===== src/rtl/dm_arb_pkg.sv =====
// -----------------------------------------------------------------------------
// dm_arb_pkg
// Shared types and constants for the data-memory arbiter:
//   - arb_state_e   : arbiter FSM states (IDLE / OWN0 / OWN1)
//   - PORT_CPU/HOST : port index constants, also the encoding of the 'last' owner
//   - DM_OP_W       : width of the dmOp field passed through to dm
//   - DMOP_*        : dmOp encodings understood by dm (size / sign of the access)
// -----------------------------------------------------------------------------
package dm_arb_pkg;

    typedef enum logic [1:0] {
        IDLE = 2'd0,
        OWN0 = 2'd1,
        OWN1 = 2'd2
    } arb_state_e;

    localparam logic PORT_CPU  = 1'b0;
    localparam logic PORT_HOST = 1'b1;

    localparam int DM_OP_W = 3;

    localparam logic [DM_OP_W-1:0] DMOP_WORD  = 3'd0;
    localparam logic [DM_OP_W-1:0] DMOP_HALF  = 3'd1;
    localparam logic [DM_OP_W-1:0] DMOP_HALFU = 3'd2;
    localparam logic [DM_OP_W-1:0] DMOP_BYTE  = 3'd3;
    localparam logic [DM_OP_W-1:0] DMOP_BYTEU = 3'd4;

endpackage


===== src/rtl/dm_arb_burst_cnt.sv =====
// -----------------------------------------------------------------------------
// dm_arb_burst_cnt
// Saturating count of beats completed by the current owner of the dm port.
//   clk, rstn : clock, asynchronous active-low reset
//   clear     : owner is changing at this edge; restart the count
//   inc       : a beat completes this cycle
//   limit     : the beat in progress is the MAX_BURST-th (or later) one
// -----------------------------------------------------------------------------
module dm_arb_burst_cnt
    import dm_arb_pkg::*;
#(
    parameter int MAX_BURST = 4
) (
    input  logic clk,
    input  logic rstn,
    input  logic clear,
    input  logic inc,
    output logic limit
);

    localparam int              CW    = $clog2(MAX_BURST + 1);
    localparam logic [CW-1:0]   SAT   = CW'(MAX_BURST);
    localparam logic [CW-1:0]   FINAL = CW'(MAX_BURST - 1);

    logic [CW-1:0] count;

    // NOTE: sequential state is assigned with <= so every flop samples the
    // pre-edge values of its inputs, independent of block evaluation order.
    always_ff @(posedge clk or negedge rstn) begin
        if (!rstn) begin
            count <= '0;
        end else if (clear) begin
            count <= '0;
        end else if (inc && (count != SAT)) begin
            count <= count + 1'b1;
        end
    end

    // '>=' rather than '==': once a lone owner has saturated the count, a
    // newly arriving requester must still be able to take the port.
    assign limit = (count >= FINAL);

endmodule


===== src/rtl/dm_arbiter.sv =====
// -----------------------------------------------------------------------------
// dm_arbiter
// Shares the single data-memory port between the CPU load/store path (port 0)
// and a host/DMA requester (port 1). Round-robin on ties, bounded bursts.
//
// Optional feature macro: DM_ARB_LOCK_EN
//   defined   : host_lock input exists; while port 1 owns dm and host_lock=1
//               the burst-limit handoff is suppressed.
//   undefined : no host_lock port; pure round-robin with burst limit.
//
// Ports:
//   clk, rstn            clock, asynchronous active-low reset
//   req0/1, we0/1        request (held until beat), write enable
//   addr0/1, wdata0/1    byte address, write data
//   op0/1                dmOp forwarded to dm
//   gnt0/1               registered grant; beat = reqN & gntN
//   rdata                dm_dout, valid in the beat cycle
//   cpu_stall            req0 & ~gnt0
//   host_lock            (DM_ARB_LOCK_EN only) port 1 burst lock
//   dm_we/addr/din/op    to dm
//   dm_dout              from dm (combinational read)
// -----------------------------------------------------------------------------
module dm_arbiter
    import dm_arb_pkg::*;
#(
    parameter int AW        = 9,
    parameter int DW        = 32,
    parameter int MAX_BURST = 4
) (
    input  logic               clk,
    input  logic               rstn,
    input  logic               req0,
    input  logic               req1,
    input  logic               we0,
    input  logic               we1,
    input  logic [AW-1:0]      addr0,
    input  logic [AW-1:0]      addr1,
    input  logic [DW-1:0]      wdata0,
    input  logic [DW-1:0]      wdata1,
    input  logic [DM_OP_W-1:0] op0,
    input  logic [DM_OP_W-1:0] op1,
`ifdef DM_ARB_LOCK_EN
    input  logic               host_lock,
`endif
    output logic               gnt0,
    output logic               gnt1,
    output logic [DW-1:0]      rdata,
    output logic               cpu_stall,
    output logic               dm_we,
    output logic [AW-1:0]      dm_addr,
    output logic [DW-1:0]      dm_din,
    output logic [DM_OP_W-1:0] dm_op,
    input  logic [DW-1:0]      dm_dout
);

    arb_state_e state;
    logic       last;          // most recent owner, PORT_CPU / PORT_HOST
    logic       own_req;       // owner is requesting: a beat completes this cycle
    logic       oth_req;       // the non-owner is waiting
    logic       burst_limit;
    logic       lock_hold;
    logic       leave_own;
    logic       state_change;

    // NOTE: every signal written in always_comb gets a default first, so no
    // path through the block can leave it unassigned and infer a latch.
    always_comb begin
        own_req = 1'b0;
        oth_req = 1'b0;
        case (state)
            OWN0: begin own_req = req0; oth_req = req1; end
            OWN1: begin own_req = req1; oth_req = req0; end
            default: ;
        endcase
    end

`ifdef DM_ARB_LOCK_EN
    assign lock_hold = (state == OWN1) & host_lock;
`else
    assign lock_hold = 1'b0;
`endif

    // Owner gives up the port when it stops requesting, or when the other
    // side is waiting and this beat exhausts the burst allowance.
    assign leave_own    = (state != IDLE) &
                          (~own_req | (oth_req & burst_limit & ~lock_hold));
    assign state_change = leave_own | ((state == IDLE) & (req0 | req1));

    dm_arb_burst_cnt #(.MAX_BURST(MAX_BURST)) u_burst_cnt (
        .clk   (clk),
        .rstn  (rstn),
        .clear (state_change),
        .inc   (own_req),
        .limit (burst_limit)
    );

    always_ff @(posedge clk or negedge rstn) begin
        if (!rstn) begin
            state <= IDLE;
            last  <= PORT_HOST;   // port 0 wins the first tie after reset
        end else begin
            case (state)
                IDLE: begin
                    if (req0 && req1)
                        state <= (last == PORT_HOST) ? OWN0 : OWN1;
                    else if (req0)
                        state <= OWN0;
                    else if (req1)
                        state <= OWN1;
                end
                OWN0:    if (leave_own) state <= req1 ? OWN1 : IDLE;
                OWN1:    if (leave_own) state <= req0 ? OWN0 : IDLE;
                default: state <= IDLE;
            endcase

            if (state == OWN0)
                last <= PORT_CPU;
            else if (state == OWN1)
                last <= PORT_HOST;
        end
    end

    assign gnt0      = (state == OWN0);
    assign gnt1      = (state == OWN1);
    assign cpu_stall = req0 & ~gnt0;
    assign rdata     = dm_dout;

    // dm write strobe follows the registered state, so the asynchronous reset
    // of 'state' drops an in-flight write without waiting for a clock edge.
    always_comb begin
        dm_we   = 1'b0;
        dm_addr = '0;
        dm_din  = '0;
        dm_op   = '0;
        case (state)
            OWN0: begin
                dm_we   = we0 & req0;
                dm_addr = addr0;
                dm_din  = wdata0;
                dm_op   = op0;
            end
            OWN1: begin
                dm_we   = we1 & req1;
                dm_addr = addr1;
                dm_din  = wdata1;
                dm_op   = op1;
            end
            default: ;
        endcase
    end

endmodule

===== config.mk =====
export PLATFORM = sky130hd
export DESIGN_NAME = dm_arbiter
export DESIGN_NICKNAME = d
export VERILOG_FILES = /design/src/rtl/dm_arb_pkg.sv /design/src/rtl/dm_arb_burst_cnt.sv /design/src/rtl/dm_arbiter.sv
export SDC_FILE = /design/constraint.sdc
export NUM_CORES = 1
export LEC_CHECK = 0
export CAP_MARGIN = 10
export CORE_ASPECT_RATIO = 2
export CORE_MARGIN = 4
export CORE_UTILIZATION = 23
export CTS_CLUSTER_SIZE = 8
export DETAILED_ROUTE_END_ITERATION = 6
export GPL_TIMING_DRIVEN = 0
export PLACE_DENSITY = 0.87
export SLEW_MARGIN = 20
export SYNTH_ARGS = -nofsm -noshare
export SYNTH_HDL_FRONTEND = slang
export SYNTH_HIERARCHICAL = 1
export SYNTH_SLANG_ARGS = --single-unit

===== constraint.sdc =====
create_clock -name clk -period 4.2 [get_ports clk]
set_clock_uncertainty 0.05 [all_clocks]
set_input_delay 0.84 -clock clk [delete_from_list [all_inputs] [get_ports clk]]
set_output_delay 0.84 -clock clk [all_outputs]
set_load 0.05 [all_outputs]

==> results by group <==
Status
  • Run status: finished clean

Finish
  • Most frequent cells in the layout: 173 x clkdlybuf4s50_1, 44 x a22o_1, 32 x buf_4
  • Nets: 456
  • Sequential cell area: 151 sq um
  • Filler cells: 455
  • Diodes inserted: 0
  • Share of cells above drive strength 1: 15.5%
  • Commonest non-fill, non-tap cell in the layout: clkdlybuf4s50_1
  • Area of the multi-input gates: 733 sq um
  • Post-route insts no fill: 380
  • Area delta synth->final: 154%

Drt
  • Detail Route Antenna Nets: 0
  • Drc violations: 0
  • Highest metal used: met4
  • DRT Pass-1 Iters: 5
  • Met2 Wirelength: 3.32 mm
  • Met1 wire length: 2.04 mm
  • Routed via count: 1797
  • Final WL: 6.51 mm
  • Drt via density: 4.73
  • Met3 wire length: 1.01 mm
  • DRT iter0 DRCs: 69
  • Wirelength per Cell: 17.1 microns

Floorplanning
  • FP Rows: 37
  • Die Y: 110 microns
  • Full die area: 0.00651 sq mm
  • Chip Width: 59.1 microns
  • Core ar.: 0.00509 sq mm
  • Initial Util: 23.6%
  • # IOs: 206

Timing
  • Tightest Pin Transition: 0.545 ns
  • Max-slew headroom: 63.6%
  • Fin crit period: 3.62 ns
  • Slew Limit Fails: 0
  • Final setup viols: 0
  • Unrepaired setup endpoints after global routing: no
  • Fin crit share: 86.1%
  • Post-route setup TNS: 0 ns
  • Final Hold Vio Count: 0
  • Maximum clock rate: 0.276 GHz

Global route
  • Initial antenna violation count: 0
  • Vias in the first global route: 1791
  • Largest net degree at the start of global routing: 11
  • First-pass GRT wire length: 9.10 mm
  • GRT Util Overall: 18.4%
  • GR Overflow Total: 0

Flow run
  • Max-cap violations: 0

Synth
  • Post-synth EDFFs: 0
  • Post-synth ARST share: 100%
  • Net Count, Synth: 278
  • Seq/Total Area, Yosys: 12.6%
  • #FFs+latches synth: 6
  • Syn_area_per_cell: 8.28 sq um
  • Ys Warns: 6
  • Mapped Cells: 145
  • Ys flop type: dfrtp_1
  • Distinct cells, synth: 30
  • Post-Syn Area: 0.00120 sq mm

Clock network
  • Post-CTS Setup Bufs: 0
  • H-tree Lvls: 1
  • Clock Sink Count: 6
  • Post-CTS Resized: 0
  • Skew-Pair Late Insertion Delay: 0.22 ns
  • CTS root buf: clkbuf_8
  • Clk slew on worst S/H paths: 0.04 ns
  • Inserted Clock Buffers: 3
  • CTS tree: built
  • Hold-fix buffers, CTS: 0
  • Clock tree buffer depth: 2

Hold path
  • HP Class: register to register
  • HP Start: last
  • Hold path cells: 2
  • Endpoint, Worst Hold: last

Placement
  • Dpl cells: 376
  • IO buf count: 173
  • HPWL Detailed: 5.87 mm
  • Gpl congestion: 0.796

Worst setup path
  • Cells on worst reg2reg path: 8
  • Worst R2R Start: state[1]
  • R2R Setup Slk: 2.28 ns
  • Critical path type: register to primary output
  • R2r endpoint: u_burst_cnt/count[1]
  • Critical Path Sink Type: primary output
  • WP data arrival: 2.73 ns
  • Worst setup SP type: register
  • Critical path peak fanout: 10
  • Worst Path Required: 3.31 ns

Power
  • Internal power: 0.000619 W
  • Clk pwr share: 6.5%
  • PwrDens: 463 mW/mm^2
  • Switch share: 56.2%
  • Combinational share of power: 87.7%
  • Seq pwr share: 5.8%
  • Total power: 0.00141 W
  • Leakage: 1.26 nW
  • Max rail drop VDD: 416 uV
  • Psw: 0.000795 W
[power by group through the flow]
| stage | registers [W] | logic [W] | clock network [W] |
|---|---|---|---|
| floorplan | 0.0000805 | 0.000822 | 0 |
| global placement | 0.0000819 | 0.00123 | 0 |
| detailed placement | 0.0000834 | 0.00124 | 0 |
| CTS | 0.0000826 | 0.00125 | 0.0000947 |
| global route | 0.0000843 | 0.00130 | 0.000100 |
| finish | 0.0000823 | 0.00124 | 0.0000917 |
[state kept, by name (all words and copies together) (netlist names)]
name	flops
state	2
last	1
u_burst_cnt/count	3
[cell usage after synthesis, types with 2 or more instances]
| library cell | n | area (sq um) |
|---|---|---|
| a21oi_1 | 2 | 10.0 |
| a22o_1 | 44 | 385 |
| a32oi_1 | 2 | 17.5 |
| and2_1 | 2 | 12.5 |
| buf_2 | 10 | 50.1 |
| buf_4 | 32 | 240 |
| dfrtp_1 | 5 | 125 |
| ha_1 | 7 | 87.6 |
| inv_1 | 7 | 26.3 |
| mux2i_1 | 3 | 30.0 |
| nand2_1 | 2 | 7.51 |
| nor2_1 | 4 | 15.0 |
| nor2b_1 | 4 | 25.0 |
| o21ai_0 | 5 | 25.0 |
[worst max-delay path by stage]
stage / from / to / slack [ns] / depth (start not counted)
floorplan: state[1] / dm_we / 1.22 / 5
CTS: state[0] / dm_din[15] / 0.55 / 7
detailed placement: req0 / dm_we / 0.69 / 5
finish: state[0] / dm_din[15] / 0.58 / 7
global placement: req0 / dm_we / 0.72 / 5
global route: state[0] / dm_din[7] / 0.42 / 7
[critical path, stage by stage (launching register included)]
cell and delay [ns]:
dfrtp_1 0.38, inv_1 0.10, ha_1 0.42, and2_1 0.15, buf_2 0.18, buf_2 0.25, a22o_1 0.18, clkdlybuf4s50_1 0.83
[layout make-up]
type	instances	share of cell area, %
Inverter	7	0.861
Sequential cell	6	4.96
Multi-Input combinational cell	90	24.0
Timing Repair Buffer	173	56.8
Buffer	42	9.52
Tap cell	58	2.38
Clock buffer	4	1.48
[metrics by stage]
step	area [sq um]	hold WS (ns)	util, %	setup WS, ns
final	3050	0.437	59.9	0.583
after floorplan	1200	0.410	-	1.22
after CTS	3050	0.435	59.9	0.551
after detailed placement	3010	0.429	59.0	0.688
after global routing	3050	0.465	59.9	0.416
after global placement	3010	0.425	59.0	0.718
[per-layer routing]
layer / up-vias / track usage, %
met1: 802 / 16.7
met5: - / 0
met2: 119 / 33.8
met4: 0 / 6.32
li1: 864 / -
met3: 12 / 9.44
[kinds of logic (layout without fill, tap and decap cells)]
group / count (synthesis) / in the layout / synth area share, %
compound gates: 59 / 59 / 40.5
buf+inv: 49 / 226 / 26.4
simple gates: 20 / 20 / 10.0
fa+ha+maj: 7 / 7 / 7.29
flops: 6 / 6 / 12.6
mux: 3 / 3 / 2.50
xor+xnor: 1 / 1 / 0.729
No activity file was read; power rests on OpenSTA's default activity.
